<file path="config.mk">
export PLATFORM = sky130hd
export DESIGN_NAME = priority_decoder
export DESIGN_NICKNAME = d
export VERILOG_FILES = /design/src/rtl/priority_decoder.sv
export SDC_FILE = /design/constraint.sdc
export NUM_CORES = 1
export LEC_CHECK = 0
export ABC_AREA = 1
export CAP_MARGIN = 20
export CORE_MARGIN = 2
export CORE_UTILIZATION = 41
export DETAILED_ROUTE_END_ITERATION = 10
export GPL_TIMING_DRIVEN = 0
export PLACE_DENSITY = 0.74
export SYNTH_ARGS = -nofsm -noshare
export SYNTH_HDL_FRONTEND = slang
export SYNTH_SLANG_ARGS = --single-unit
</file>
<file path="constraint.sdc">
create_clock -name clk -period 4.41 [get_ports clk]
set_input_delay 1.323 -clock clk [delete_from_list [all_inputs] [get_ports clk]]
set_output_delay 1.323 -clock clk [all_outputs]
set_load 0.02 [all_outputs]
</file>
<file path="src/rtl/priority_decoder.sv">
// priority_decoder
//
// Decodes a 5-bit index into a 32-bit vector and queues the result in a small
// circular output buffer that has a valid/ready handshake on both sides.
//
// Handshake rule (both sides): a word moves on a rising clk edge where the
// producer's valid and the consumer's ready are both 1. While valid is 1 and
// ready is 0, the producer holds its data and valid stable.
//
// Parameters:
//   DEPTH  output buffer depth in entries (power of two, 2..16)
//   CNT_W  width of the delivered-word counter
//
// Ports:
//   clk          sole clock, rising edge
//   rst_n        asynchronous active-low reset (release synchronised by parent)
//   in_valid     upstream index valid
//   in_ready     block can accept an index (registered, equals !full)
//   I0           index to decode, 0..31
//   in_zero      decode to all-zeros, I0 ignored
//   thermo_mode  thermometer decode select (only with PRIODEC_THERMO_EN)
//   O0           decoded word at buffer head (32'h0 when empty)
//   out_valid    O0 holds a valid word
//   out_ready    downstream accepts O0
//   dec_count    words delivered downstream, saturating
//
// Build option: define PRIODEC_THERMO_EN to add the thermo_mode port. When
// thermo_mode is 1 at accept, bits [I0:0] are set instead of the single bit.
// in_zero always wins over thermo_mode.

module priority_decoder #(
    parameter int DEPTH = 2,
    parameter int CNT_W = 16
) (
    input  logic             clk,
    input  logic             rst_n,
    input  logic             in_valid,
    output logic             in_ready,
    input  logic [4:0]       I0,
    input  logic             in_zero,
`ifdef PRIODEC_THERMO_EN
    input  logic             thermo_mode,
`endif
    output logic [31:0]      O0,
    output logic             out_valid,
    input  logic             out_ready,
    output logic [CNT_W-1:0] dec_count
);

    localparam int AW = (DEPTH > 1) ? $clog2(DEPTH) : 1;
    localparam logic [AW:0] FULL_LVL = DEPTH[AW:0];

    logic [31:0]   mem [DEPTH];
    logic [AW-1:0] wr_ptr;
    logic [AW-1:0] rd_ptr;
    logic [AW:0]   count;
    logic [AW:0]   count_nxt;
    logic          ready_q;
    logic          push;
    logic          pop;
    logic [31:0]   dec_word;

    assign in_ready  = ready_q;
    assign out_valid = (count != '0);
    assign O0        = out_valid ? mem[rd_ptr] : 32'h0;

    // push uses the registered ready, so a pop on a full buffer cannot let a
    // push through on the same edge.
    assign push = in_valid && ready_q;
    assign pop  = out_valid && out_ready;

    always_comb begin
        count_nxt = count;
        case ({push, pop})
            2'b10:   count_nxt = count + (AW+1)'(1);
            2'b01:   count_nxt = count - (AW+1)'(1);
            default: count_nxt = count;
        endcase
    end

    always_comb begin
        dec_word = 32'h0;
        if (!in_zero) begin
`ifdef PRIODEC_THERMO_EN
            if (thermo_mode) begin
                for (int i = 0; i < 32; i++) begin
                    dec_word[i] = (5'(i) <= I0);
                end
            end else begin
                dec_word[I0] = 1'b1;
            end
`else
            dec_word[I0] = 1'b1;
`endif
        end
    end

    // Storage needs no reset: O0 is masked to zero whenever the buffer is empty.
    always_ff @(posedge clk) begin
        if (push) begin
            mem[wr_ptr] <= dec_word;
        end
    end

    always_ff @(posedge clk or negedge rst_n) begin
        if (!rst_n) begin
            wr_ptr    <= '0;
            rd_ptr    <= '0;
            count     <= '0;
            ready_q   <= 1'b0;
            dec_count <= '0;
        end else begin
            count <= count_nxt;
            // ready_q is 0 during reset and comes up on the first edge after
            // release, so no word can be accepted on that edge.
            ready_q <= (count_nxt != FULL_LVL);
            if (push) begin
                wr_ptr <= wr_ptr + AW'(1);
            end
            if (pop) begin
                rd_ptr <= rd_ptr + AW'(1);
                if (dec_count != '1) begin
                    dec_count <= dec_count + CNT_W'(1);
                end
            end
        end
    end

endmodule
</file>
==> metrics <==
Worst Path Max Fanout 10; H-tree levels 3; core area 9110 um^2; sequential cell area fraction in the yosys report 64.2%; internal power 1830 uW; die span in y 100 um; Synth area leader edfxtp_1; flops & latches, synth 85; mux contribution to synthesized area 0%; worst skew pair latency 0.35 ns; reg2reg start count[0]; Port Buf Inserts 59; Flop pwr share 37.9%; Rel. slew slack 34.4%; vias in the first global route 2730; fillcell total 807; Final Net Count 473; Mapped Cells 390; final setup margin 0.729 ns; worst reg2reg endpoint in_ready; Tot GR Track Use 17.3%; placed insts 560; initial DRC count 190; XOR/XNOR share of the synthesized area 1.61%; n_diodes 0; DP Worst Slack 1.07 ns; WL met3 422 um; reg2reg setup slack 2.60 ns; Worst Hold Depth 2; Tcrit/Tclk final 83.5%; Sw Share 40.1%; cts bufs inserted 9; maxcap violations 0; final setup fails 0; Mapped Area 3810 um^2; top layer used by detailed routing met4; Max Slew Vio Count 0; CP required 3.09 ns; Setup Buffers After CTS 0; critical path arrival 2.36 ns; worst slew pin tran 0.981 ns; clk_skew 0.00615 ns; synth top area cells edfxtp_1 50%, dfrtp_1 14%, nand2_1 13%; Die X-Extent 100 um; Layout area overhead 24.5%; Worst Hold End dec_count[14]; antenna violations before repair 0; hold path start dec_count[14]; Yosys top cell area share 50.4%; row count 35; Min Clock Period, post-route 3.68 ns; unrepaired setup endpoints after global routing no; gr ovfl total 0; Psw 1220 uW; library cells used by synthesis 22; CP bufs+invs 4; cell chain of the critical path clkbuf_1 -> inv_1 -> clkbuf_1 -> nand2_1 -> a21oi_1 -> clkdlybuf4s50_1; final-report hold violation count 0; main combinational cell family by area after synthesis simple AND/OR/NAND/NOR gates; clk sinks 85; CTS Buffer Depth 2; most frequent cells in the layout 133 x nand2_1, 64 x edfxtp_1, 59 x clkdlybuf4s50_1; commonest non-fill, non-tap cell in the layout nand2_1; R2R cell count 7; clk slew on worst S/H paths 0.08 ns; most frequent CP cell clkbuf_1; Pre-antenna DRT Iters 5; Syn Area/Cell 9.77 um^2; CP Class flip-flop to output pin; CTS tree built; simple-gate area share of the yosys netlist 23.9%; leakage power 0.00177 uW; hold crit path type flip-flop to flip-flop; DRC 0; yosys synthesis warning count 0; FF+latch area 2450 um^2; Initial Util 41.8%; ANT nets after route 0; fmax 272 MHz; final hold slack 0.530 ns; synthesized-area fraction occupied by adder cells 0.657%; Resized Gates After CTS 0; max incr delay on CP 0.63 ns; total wire length 8.29 mm; global placer's final weighted congestion 0.817; clock power share 16.0%; largest net degree at the start of global routing 33; DIE AREA 10100 um^2; Critical Path End Type output pin; CP Depth 6; DR WL/cell 14.4 um; share of cells above drive strength 1 7.30%; startpoint types flip-flop; slowest cell on the critical path clkdlybuf4s50_1; hold buffer count at CTS 0; vias 2873; Post-DP HPWL 5.60 mm; Post-Route M1 WL 3.62 mm; DR WL met2 4.15 mm; # IOs 60; post-synthesis compound-gate area fraction 5.84%; delay-heaviest family, CP buffers and inverters; peak supply drop 0.239 mV; outcome finished, final reports clean; Power Dens Cells 644 nW/um^2; Layout Cells excl Fill 577; Gate power share 46.1%; Vias/cell 4.98; Root Driver clkbuf_8; first-pass GRT wire length 13.5 mm; synthesized net count 402; multi-input logic area 1240 um^2
registers in the layout, indices dropped and copies added, names as in the netlist:
name and cells:
mem 64, dec_count 16, count 2, in_ready 1, rd_ptr 1, wr_ptr 1
per-stage QoR:
stage | total power, uW | instance area [um^2] | setup TNS (ns) | util [%]
after global routing | 3230 | 4740 | 0 | 52.1
after global placement | 2560 | 4540 | -2.11 | 49.8
final | 3060 | 4740 | 0 | 52.1
after floorplan | 1950 | 3810 | 0 | -
after detailed placement | 2590 | 4560 | 0 | 50.0
after CTS | 3090 | 4730 | 0 | 51.9
worst max path at each step:
stage / start / end
global placement: in_valid / mem[1][27]
CTS: rd_ptr / O0[30]
detailed placement: rd_ptr / O0[30]
global route: rd_ptr / O0[30]
floorplan: in_valid / mem[0][0]
finish: rd_ptr / O0[30]
layout make-up:
class | instances | area share (%)
clock inverter | 6 | 0.976
sequential | 85 | 51.6
buffer | 11 | 1.03
timing repair buffer | 60 | 12.8
inverter | 25 | 1.98
tap | 111 | 2.93
clock buffer | 10 | 2.69
multi-input combinational | 269 | 26.1
worst reg2reg max path: stages, from the launching register on:
cell and delay, ns:
dfrtp_1 0.45, nor2_4 0.28, nor2_8 0.08, ha_1 0.31, a21oi_1 0.12, o21ai_0 0.12
xnor2_1 0.22, nand3_1 0.11
power groups by stage:
stage	Sequential, uW	Combinational [uW]	Clock, uW
global placement	1180	1390	0
CTS	1160	1420	503
finish	1160	1410	491
global route	1180	1520	534
floorplan	1200	755	0
detailed placement	1180	1420	0
logic make-up (layout without fill, tap and decap cells):
logic type / count (synthesis) / after routing
DFF: 85 / 85
AOI/OAI and AO/OA: 43 / 43
and+or+nand+nor: 217 / 217
buffers and inverters: 36 / 112
xor gates and xnor gates: 7 / 7
adders and majority gates: 2 / 2
synthesized netlist by cell type:
cell type and instances:
a21oi_1 33, buf_6 1, clkbuf_1 10, dfrtp_1 21
edfxtp_1 64, ha_1 2, inv_1 22, inv_2 3
nand2_1 133, nand2_2 3, nand3_1 17, nand3b_1 2
nand4_1 4, nor2_1 51, nor2_2 1, nor2_4 4
nor2_8 1, o21ai_0 8, o21ai_2 2, or2_2 1
xnor2_1 3, xor2_1 4
metal layers:
metal  track usage (%)  up-vias
met4              6.85        0
met2              28.1       78
met3              3.41        8
met5                 0        -
met1              23.1     1354
li1                  -     1433
(Power assumes the default switching activity.)
